### src/rtl/seq_serial_tx_if.sv
// rtl/seq_serial_tx_if.sv - word-in / bit-out handshake bundle for seq_serial_tx
interface seq_serial_tx_if #(
  parameter int WIDTH = 8
);
  logic [WIDTH-1:0] din;
  logic             din_valid;
  logic             din_ready;
  logic             dout;
  logic             dout_valid;
  logic             busy;
  logic             done;
  logic [1:0]       PS_out;

  // word source / serial-line observer
  modport master (
    output din, din_valid,
    input  din_ready, dout, dout_valid, busy, done, PS_out
  );

  // transmitter side
  modport slave (
    input  din, din_valid,
    output din_ready, dout, dout_valid, busy, done, PS_out
  );
endinterface

### src/rtl/seq_serial_tx.sv
// rtl/seq_serial_tx.sv - MSB-first parallel-to-serial bit transmitter with optional inter-word gap
module seq_serial_tx #(
  parameter int WIDTH        = 8,
  parameter int CLKS_PER_BIT = 1,
  parameter int GAP_BITS     = 0
) (
  input  logic            clk,
  input  logic            rst,
  seq_serial_tx_if.slave  bus
);

  localparam int GAP_CYC = GAP_BITS * CLKS_PER_BIT;
  localparam int BIT_W   = (WIDTH > 2)        ? $clog2(WIDTH)        : 1;
  localparam int DIV_W   = (CLKS_PER_BIT > 1) ? $clog2(CLKS_PER_BIT) : 1;
  localparam int GAP_W   = (GAP_CYC > 1)      ? $clog2(GAP_CYC)      : 1;

  typedef enum logic [1:0] {
    IDLE  = 2'b00,
    SHIFT = 2'b01,
    GAP   = 2'b10
  } state_t;

  state_t           state, state_nxt;
  logic [WIDTH-1:0] shreg;
  logic [BIT_W-1:0] bit_cnt;
  logic [DIV_W-1:0] div_cnt;
  logic [GAP_W-1:0] gap_cnt;
  logic             done_q;

  logic div_wrap, last_bit, gap_end;

  assign div_wrap = (div_cnt == DIV_W'(CLKS_PER_BIT - 1));
  assign last_bit = (bit_cnt == BIT_W'(WIDTH - 1));
  // only meaningful when GAP_CYC > 0; GAP is never entered otherwise
  assign gap_end  = (gap_cnt == GAP_W'(GAP_CYC - 1));

  // present-state register
  always_ff @(posedge clk or negedge rst) begin
    if (!rst) state <= IDLE;
    else      state <= state_nxt;
  end

  // next-state decode; the unused code 2'b11 falls back to IDLE
  always_comb begin
    state_nxt = IDLE;
    case (state)
      IDLE:    state_nxt = bus.din_valid ? SHIFT : IDLE;
      SHIFT: begin
        state_nxt = SHIFT;
        if (div_wrap && last_bit) state_nxt = (GAP_BITS > 0) ? GAP : IDLE;
      end
      GAP:     state_nxt = gap_end ? IDLE : GAP;
      default: state_nxt = IDLE;
    endcase
  end

  // datapath: word capture, bit-time divider, shifting, gap timer and done pulse
  always_ff @(posedge clk or negedge rst) begin
    if (!rst) begin
      shreg   <= '0;
      bit_cnt <= '0;
      div_cnt <= '0;
      gap_cnt <= '0;
      done_q  <= 1'b0;
    end else begin
      done_q <= 1'b0;
      case (state)
        IDLE: begin
          if (bus.din_valid) begin
            shreg   <= bus.din;
            bit_cnt <= '0;
            div_cnt <= '0;
            gap_cnt <= '0;
          end
        end
        SHIFT: begin
          if (div_wrap) begin
            div_cnt <= '0;
            shreg   <= {shreg[WIDTH-2:0], 1'b0};
            if (last_bit) begin
              // clear rather than increment so the counter never wraps past WIDTH-1
              bit_cnt <= '0;
              done_q  <= 1'b1;
            end else begin
              bit_cnt <= bit_cnt + 1'b1;
            end
          end else begin
            div_cnt <= div_cnt + 1'b1;
          end
        end
        GAP: begin
          gap_cnt <= gap_end ? '0 : gap_cnt + 1'b1;
        end
        default: ;
      endcase
    end
  end

  assign bus.dout       = (state == SHIFT) ? shreg[WIDTH-1] : 1'b0;
  assign bus.dout_valid = (state == SHIFT);
  assign bus.busy       = (state != IDLE);
  assign bus.din_ready  = (state == IDLE);
  assign bus.done       = done_q;
  assign bus.PS_out     = state;

endmodule

### src/flat_wrapper.sv
// flat-port wrapper written by rule: the top's interface ports become plain ports
module seq_serial_tx_flat 
#(
  parameter int WIDTH        = 8,
  parameter int CLKS_PER_BIT = 1,
  parameter int GAP_BITS     = 0
)
  (clk, rst, bus_din, bus_din_valid, bus_din_ready, bus_dout, bus_dout_valid, bus_busy, bus_done, bus_PS_out);
  seq_serial_tx_if #(.WIDTH(WIDTH)) bus_i ();
  input  logic clk;
  input  logic rst;
  input wire logic [$bits(bus_i.din)-1:0] bus_din;
  input wire logic [$bits(bus_i.din_valid)-1:0] bus_din_valid;
  output wire logic [$bits(bus_i.din_ready)-1:0] bus_din_ready;
  output wire logic [$bits(bus_i.dout)-1:0] bus_dout;
  output wire logic [$bits(bus_i.dout_valid)-1:0] bus_dout_valid;
  output wire logic [$bits(bus_i.busy)-1:0] bus_busy;
  output wire logic [$bits(bus_i.done)-1:0] bus_done;
  output wire logic [$bits(bus_i.PS_out)-1:0] bus_PS_out;
  assign bus_i.din = bus_din;
  assign bus_i.din_valid = bus_din_valid;
  assign bus_din_ready = bus_i.din_ready;
  assign bus_dout = bus_i.dout;
  assign bus_dout_valid = bus_i.dout_valid;
  assign bus_busy = bus_i.busy;
  assign bus_done = bus_i.done;
  assign bus_PS_out = bus_i.PS_out;
  seq_serial_tx #(.WIDTH(WIDTH), .CLKS_PER_BIT(CLKS_PER_BIT), .GAP_BITS(GAP_BITS)) u_core (.clk(clk), .rst(rst), .bus(bus_i));
endmodule
### config.mk
export PLATFORM = sky130hd
export DESIGN_NAME = seq_serial_tx_flat
export DESIGN_NICKNAME = d
export VERILOG_FILES = /design/src/rtl/seq_serial_tx_if.sv /design/src/rtl/seq_serial_tx.sv /design/src/flat_wrapper.sv
export SDC_FILE = /design/constraint.sdc
export NUM_CORES = 1
export LEC_CHECK = 0
export CAP_MARGIN = 20
export CORE_MARGIN = 2
export CORE_UTILIZATION = 45
export DETAILED_ROUTE_END_ITERATION = 7
export PLACE_DENSITY = 0.73
export SLEW_MARGIN = 15
export SYNTH_ARGS = -nofsm -noshare
export SYNTH_HDL_FRONTEND = slang
export SYNTH_SLANG_ARGS = --single-unit
### constraint.sdc
create_clock -name clk -period 3.4 [get_ports clk]
set_input_delay 0.34 -clock clk [delete_from_list [all_inputs] [get_ports clk]]
set_output_delay 0.34 -clock clk [all_outputs]
set_load 0.01 [all_outputs]
==> impl_metrics.toml, run 1 <==
[die]
dieArea_sq_um = 1970
io_pins = 18
start_util_pct = 48.3
core_sq_um = 1520
die_y_um = 44.4
rows = 14
dieWidth_um = 44.4

[timing]
worst_pin_slew_ns = 0.662
timing.hold.ws_ns = 0.442
fin_crit_ns = 2.35
fmax_mhz = 426
period_share_pct = 69.0
drv_slew = 0
rsz0062_at_grt = "no"
skew_ns = 0.0109
finalSetupViolCount = 0
fin_setup_tns_ns = 0
max_slew_margin_pct = 55.7
hold_viol = 0

[clock_tree]
cts_buffers = 3
cts_tree = "yes"
cts_root_buf = "clkbuf_4"
cts.repair.resized = 0
clock_path_buffers = 2
cts_sinks = 15
hold_buffers = 0
clock_latency_ns = 0.29
cts_htree_levels = 1
cts_setup_buffers = 0
path_clk_slew_ns = 0.08

[power_and_ir_drop]
power.internal_mw = 0.453
combPwrFrac_pct = 42.5
swShare_pct = 33.3
p_seq_share_pct = 42.4
p_leak_nw = 0.415
fin_total_pwr_mw = 0.679
ir_drop_v = 0.000408
p_clk_share_pct = 15.1
p_sw_mw = 0.226
power_density_nw_per_um2 = 748

[yosys]
syn_inst = 62
synth_top_cell_area_share_pct = 51.0
async_reset_ff_share_pct = 100
syn_avg_cell_area_sq_um = 11.9
synth_ff_type = "dfrtp_1"
yosys_warnings = 0
synth_area_leader_cell = "dfrtp_1"
ys_top_cells_by_area = "dfrtp_1 51%, a222oi_1 6.8%, buf_6 4.6%"
synth_edf_count = 0
synthesis.nets = 75
syn-cell-area_sq_um = 736
seq_area_frac_synth_pct = 51.0
synth-seq-cells = 15
ys_types = 22

[worst_setup_path]
critPathMaxStageDelay_ns = 0.58
worstSetupStartpointType = "flop"
crit_arrival_ns = 2.01
crit_path_start = "u_core.bus.PS_out[0]$_DFF_PN0_"
required_ns = 3.06
slowest_stage = "dfrtp_1"
crit_fanout = 12
crit_path_end_kind = "output port"
criticalPathCategory = "flop to output port"
path_cells = "nor2b_2 -> and2_1 -> clkdlybuf4s50_1"
regToRegStartpoint = "u_core.bus.PS_out[0]$_DFF_PN0_"

[run_status]
outcome = "complete, no violations"

[global_routing]
overflow = 0
grt_max_degree = 16
grt_pass1_vias = 495
grt_pass1_wl_um = 2210
antenna_found_initial = 0
track_usage_pct = 15.8

[route]
ant_nets = 0
drt_wl_total_um = 1290
first_pass_iters = 4
wl_per_cell_um = 13.8
drc_errors = 0
viasPerCell = 5.72
drt_first_iter_violations = 24
vias = 538

[final_layout]
most-common-layout-cells = "17 x clkdlybuf4s50_1, 15 x dfrtp_1, 8 x inv_1"
final_common_cell = "clkdlybuf4s50_1"
syn_to_final_growth_pct = 23.3
post_route_cells_drive_above_1_share_pct = 12.8
final_area_sq_um = 907
final_nets = 92
insertedDiodeCount = 0

[place]
gp_congestion = 0.712
hpwl_um = 894
place_area_sq_um = 880
io_buffer_count = 17

[worst_hold_path]
holdCritStartpoint = "u_core.gap_cnt$_DFFE_PN0P_"
min_path_type = "flop to flop"

[flow_run]
max-cap-violations = 0
==> flip-flops by register name (all words and copies together) (netlist names) <==
signal	count
u_core.bit_cnt	3
u_core.bus.PS_out	2
u_core.bus.done	1
u_core.gap_cnt	1
u_core.shreg	8
==> logic make-up after synthesis <==
kind of cell	Yosys count	synth area share, %
buffers and inverters	13	10.4
AOI/OAI and AO/OA	15	19.6
adders and majority gates	2	3.40
DFF	15	51.0
and+or+nand+nor	17	15.6
==> Yosys cell counts, drive strengths merged (2+ instances only) <==
cell / number
dfrtp: 15
inv: 8
nor2b: 6
a222oi: 5
buf: 5
a22o: 3
nor3b: 3
a211oi: 2
and2: 2
ha: 2
nand2b: 2
nor2: 2
nor4b: 2
o21bai: 2
==> critical path, delay by kind of cell (launching register included) <==
| kind | cells | cell delay [ns] |
|---|---|---|
| flip-flops | 1 | 0.58 |
| AND/OR/NAND/NOR | 2 | 0.63 |
| buffers and inverters | 1 | 0.52 |
==> final cells by class <==
cell class	instances	area (sq um)
Clock inverter	1	5.00
Inverter	8	30.0
Clock buffer	3	22.5
Tap cell	16	20.0
Fill cell	137	617
Multi-Input combinational cell	34	284
Timing Repair Buffer	17	170
Sequential cell	15	375
==> final timing paths <==
path,endpoint,slack [ns],cells after the start
setup / recovery,bus_dout,1.05,3
hold / removal,u_core.bus.PS_out[1]$_DFF_PN0_,0.44,1
setup reg to reg,u_core.shreg[4]$_DFFE_PN0P_,2.06,2
hold reg to reg,u_core.bus.PS_out[1]$_DFF_PN0_,0.44,1
max in group asynchronous,u_core.gap_cnt$_DFFE_PN0P_,2.52,1
min in group asynchronous,u_core.shreg[7]$_DFFE_PN0P_,0.45,1
==> per-layer routing <==
metal	up-vias	part of all wire [%]	global-route usage [%]
li1	255	-	-
met1	255	48	21.4
met2	24	41	22.9
met3	4	8.1	2.86
met4	0	2.6	10.9
met5	-	0	0
==> power groups by stage <==
| stage | Sequential (mW) | Clock (mW) | Combinational [mW] |
|---|---|---|---|
| after detailed placement | 0.292 | 0 | 0.289 |
| after global routing | 0.299 | 0.113 | 0.324 |
| after floorplan | 0.276 | 0 | 0.216 |
| after CTS | 0.288 | 0.105 | 0.290 |
| after global placement | 0.288 | 0 | 0.283 |
| final | 0.288 | 0.102 | 0.288 |
==> per-stage QoR <==
step / instances / utilization (%) / setup slack, ns
after floorplan: 62 / - / 2.08
after global placement: 90 / 57.7 / 1.38
after detailed placement: 90 / 57.7 / 1.35
after CTS: 94 / 59.5 / 1.04
after global routing: 94 / 59.5 / 0.923
final: 94 / 59.5 / 1.05
Power figures use the tool's default switching activity.
==> inputs of run 2 (changes only) <==
==> constraint.sdc (replaced) <==
create_clock -name clk -period 2.34 [get_ports clk]
set_input_delay 0.234 -clock clk [delete_from_list [all_inputs] [get_ports clk]]
set_output_delay 0.234 -clock clk [all_outputs]
set_load 0.01 [all_outputs]
==> run 2 against run 1 <==
Cell area increased by 0.69%. Clock-buffer cell count increased by 1. Critical endpoint unchanged. Sequential power increased by 45%. Combinational power increased by 47%. Register-to-register slack got worse by 1.1 ns. Via count decreased by 3.0%. Clock skew decreased by 0.0079 ns. Global-route usage decreased by 0.79 points. Die area unchanged. Critical path type unchanged. Wire length decreased by 3.4%. Clock power increased by 37%.
==> impl_metrics.toml, run 2 (synthesized netlist as in run 1, its figures left out) <==
[run_status]
outcome = "complete, no violations"

[power_and_ir_drop]
swShare_pct = 32.0
p_sw_mw = 0.314
combPwrFrac_pct = 43.2
p_leak_nw = 0.417
p_clk_share_pct = 14.2
ir_drop_v = 0.000489
p_seq_share_pct = 42.5
power.internal_mw = 0.667
power_density_nw_per_um2 = 1070

[clock_tree]
cts.repair.resized = 0
cts_tree = "yes"
hold_buffers = 0
clock_latency_ns = 0.27
path_clk_slew_ns = 0.08
cts_sinks = 15
cts_buffers = 3
cts_htree_levels = 1
clock_path_buffers = 2
cts_setup_buffers = 0
cts_root_buf = "clkbuf_4"

[final_layout]
post_route_cells_drive_above_1_share_pct = 12.7
most-common-layout-cells = "17 x clkdlybuf4s50_1, 15 x dfrtp_1, 8 x inv_1"
n_fill_cell = 119
stdcell_count = 95
insertedDiodeCount = 0
largest_reg_flops = 8
largest-register = "u_core.shreg"
final_common_cell = "clkdlybuf4s50_1"
final_nets = 93
final_area_sq_um = 913
syn_to_final_growth_pct = 24.1

[route]
ant_nets = 0
first_pass_iters = 4
viasPerCell = 5.49
drc_errors = 0
vias = 522
drt_first_iter_violations = 15
drt_wl_total_um = 1250
wl_per_cell_um = 13.2

[global_routing]
grt_pass1_vias = 503
grt_pass1_wl_um = 2150
antenna_found_initial = 0
grt_max_degree = 16
track_usage_pct = 15.0
overflow = 0

[die]
core_sq_um = 1520
dieWidth_um = 44.4
die_y_um = 44.4
io_pins = 18
start_util_pct = 48.3
rows = 14
dieArea_sq_um = 1970

[timing]
hold_viol = 0
fin_setup_tns_ns = 0
finalSetupViolCount = 0
period_share_pct = 84.6
worst_pin_slew_ns = 0.658
max_slew_margin_pct = 56.0
fin_crit_ns = 1.98
rsz0062_at_grt = "no"
fmax_mhz = 505
final.setup.worst_slack_ns = 0.361
skew_ns = 0.00296
drv_slew = 0

[worst_setup_path]
crit_path_start = "u_core.bus.PS_out[0]$_DFF_PN0_"
crit_arrival_ns = 1.75
crit_fanout = 12
critPathMaxStageDelay_ns = 0.57
slowest_stage = "dfrtp_1"
required_ns = 2.11
worstSetupStartpointType = "flop"
regToRegStartpoint = "u_core.bus.PS_out[0]$_DFF_PN0_"
criticalPathCategory = "flop to output port"
path_cells = "nor2b_2 -> and2_1 -> clkdlybuf4s50_1"
crit_path_end_kind = "output port"

[worst_hold_path]
min_path_type = "primary input to async pin"

[place]
place_ws_ns = 0.647
place_inst = 91
gp_congestion = 0.736
hpwl_um = 905
io_buffer_count = 17
place_area_sq_um = 887

[flow_run]
max-cap-violations = 0
run 2: changes by cell type in the layout (fill, tap and decap cells not counted), sizes merged:
| cell | delta |
|---|---|
| buf | +1 |
| clkbuf | +1 |
| clkinv | -1 |
run 2: through the flow:
| step | power [mW] | util (%) | hold WS [ns] |
|---|---|---|---|
| final | 0.982 | 59.9 | 0.361 |
| after floorplan | 0.715 | - | -0.0616 |
| after detailed placement | 0.855 | 58.2 | 0.433 |
| after CTS | 0.998 | 59.9 | 0.373 |
| after global routing | 1.07 | 59.9 | 0.405 |
| after global placement | 0.843 | 58.2 | 0.429 |
run 2: per-layer routing:
| metal | track usage [%] | up-vias | share of wire, % |
|---|---|---|---|
| li1 | - | 259 | - |
| met1 | 21.4 | 244 | 48 |
| met4 | 5.45 | 0 | 0 |
| met3 | 2.45 | 0 | 7.1 |
| met2 | 23.2 | 19 | 44 |
| met5 | 0 | - | 0 |
run 2: final cells by class:
type / instances / area (sq um) / share of cell area, %
timing repair buffer: 18 / 178 / 19.5
inverter: 8 / 30.0 / 3.29
sequential: 15 / 375 / 41.1
clock buffer: 4 / 26.3 / 2.88
tap: 16 / 20.0 / 2.19
multi-input combinational: 34 / 284 / 31.1
run 2: power by group through the flow:
stage	clock [mW]	combinational (mW)	sequential (mW)
floorplan	0	0.314	0.402
global route	0.159	0.481	0.434
finish	0.140	0.424	0.418
detailed placement	0	0.432	0.423
CTS	0.147	0.433	0.418
global placement	0	0.422	0.421
run 2: worst max-delay path, delay by kind of cell (launching register included):
family,cells,cell delay [ns]
buf+inv,1,0.52
flops,1,0.57
simple gates,2,0.39
run 2: final timing paths:
path,to,slack (ns),cells past startpoint
hold reg to reg,u_core.bus.PS_out[1]$_DFF_PN0_,0.45,1
min in group clk,u_core.bus.PS_out[1]$_DFF_PN0_,0.45,1
hold / removal,u_core.bus.PS_out[0]$_DFF_PN0_,0.36,1
setup / recovery,bus_dout,0.36,3
setup reg to reg,u_core.shreg[6]$_DFFE_PN0P_,0.96,3
max in group asynchronous,u_core.shreg[0]$_DFFE_PN0P_,1.56,1
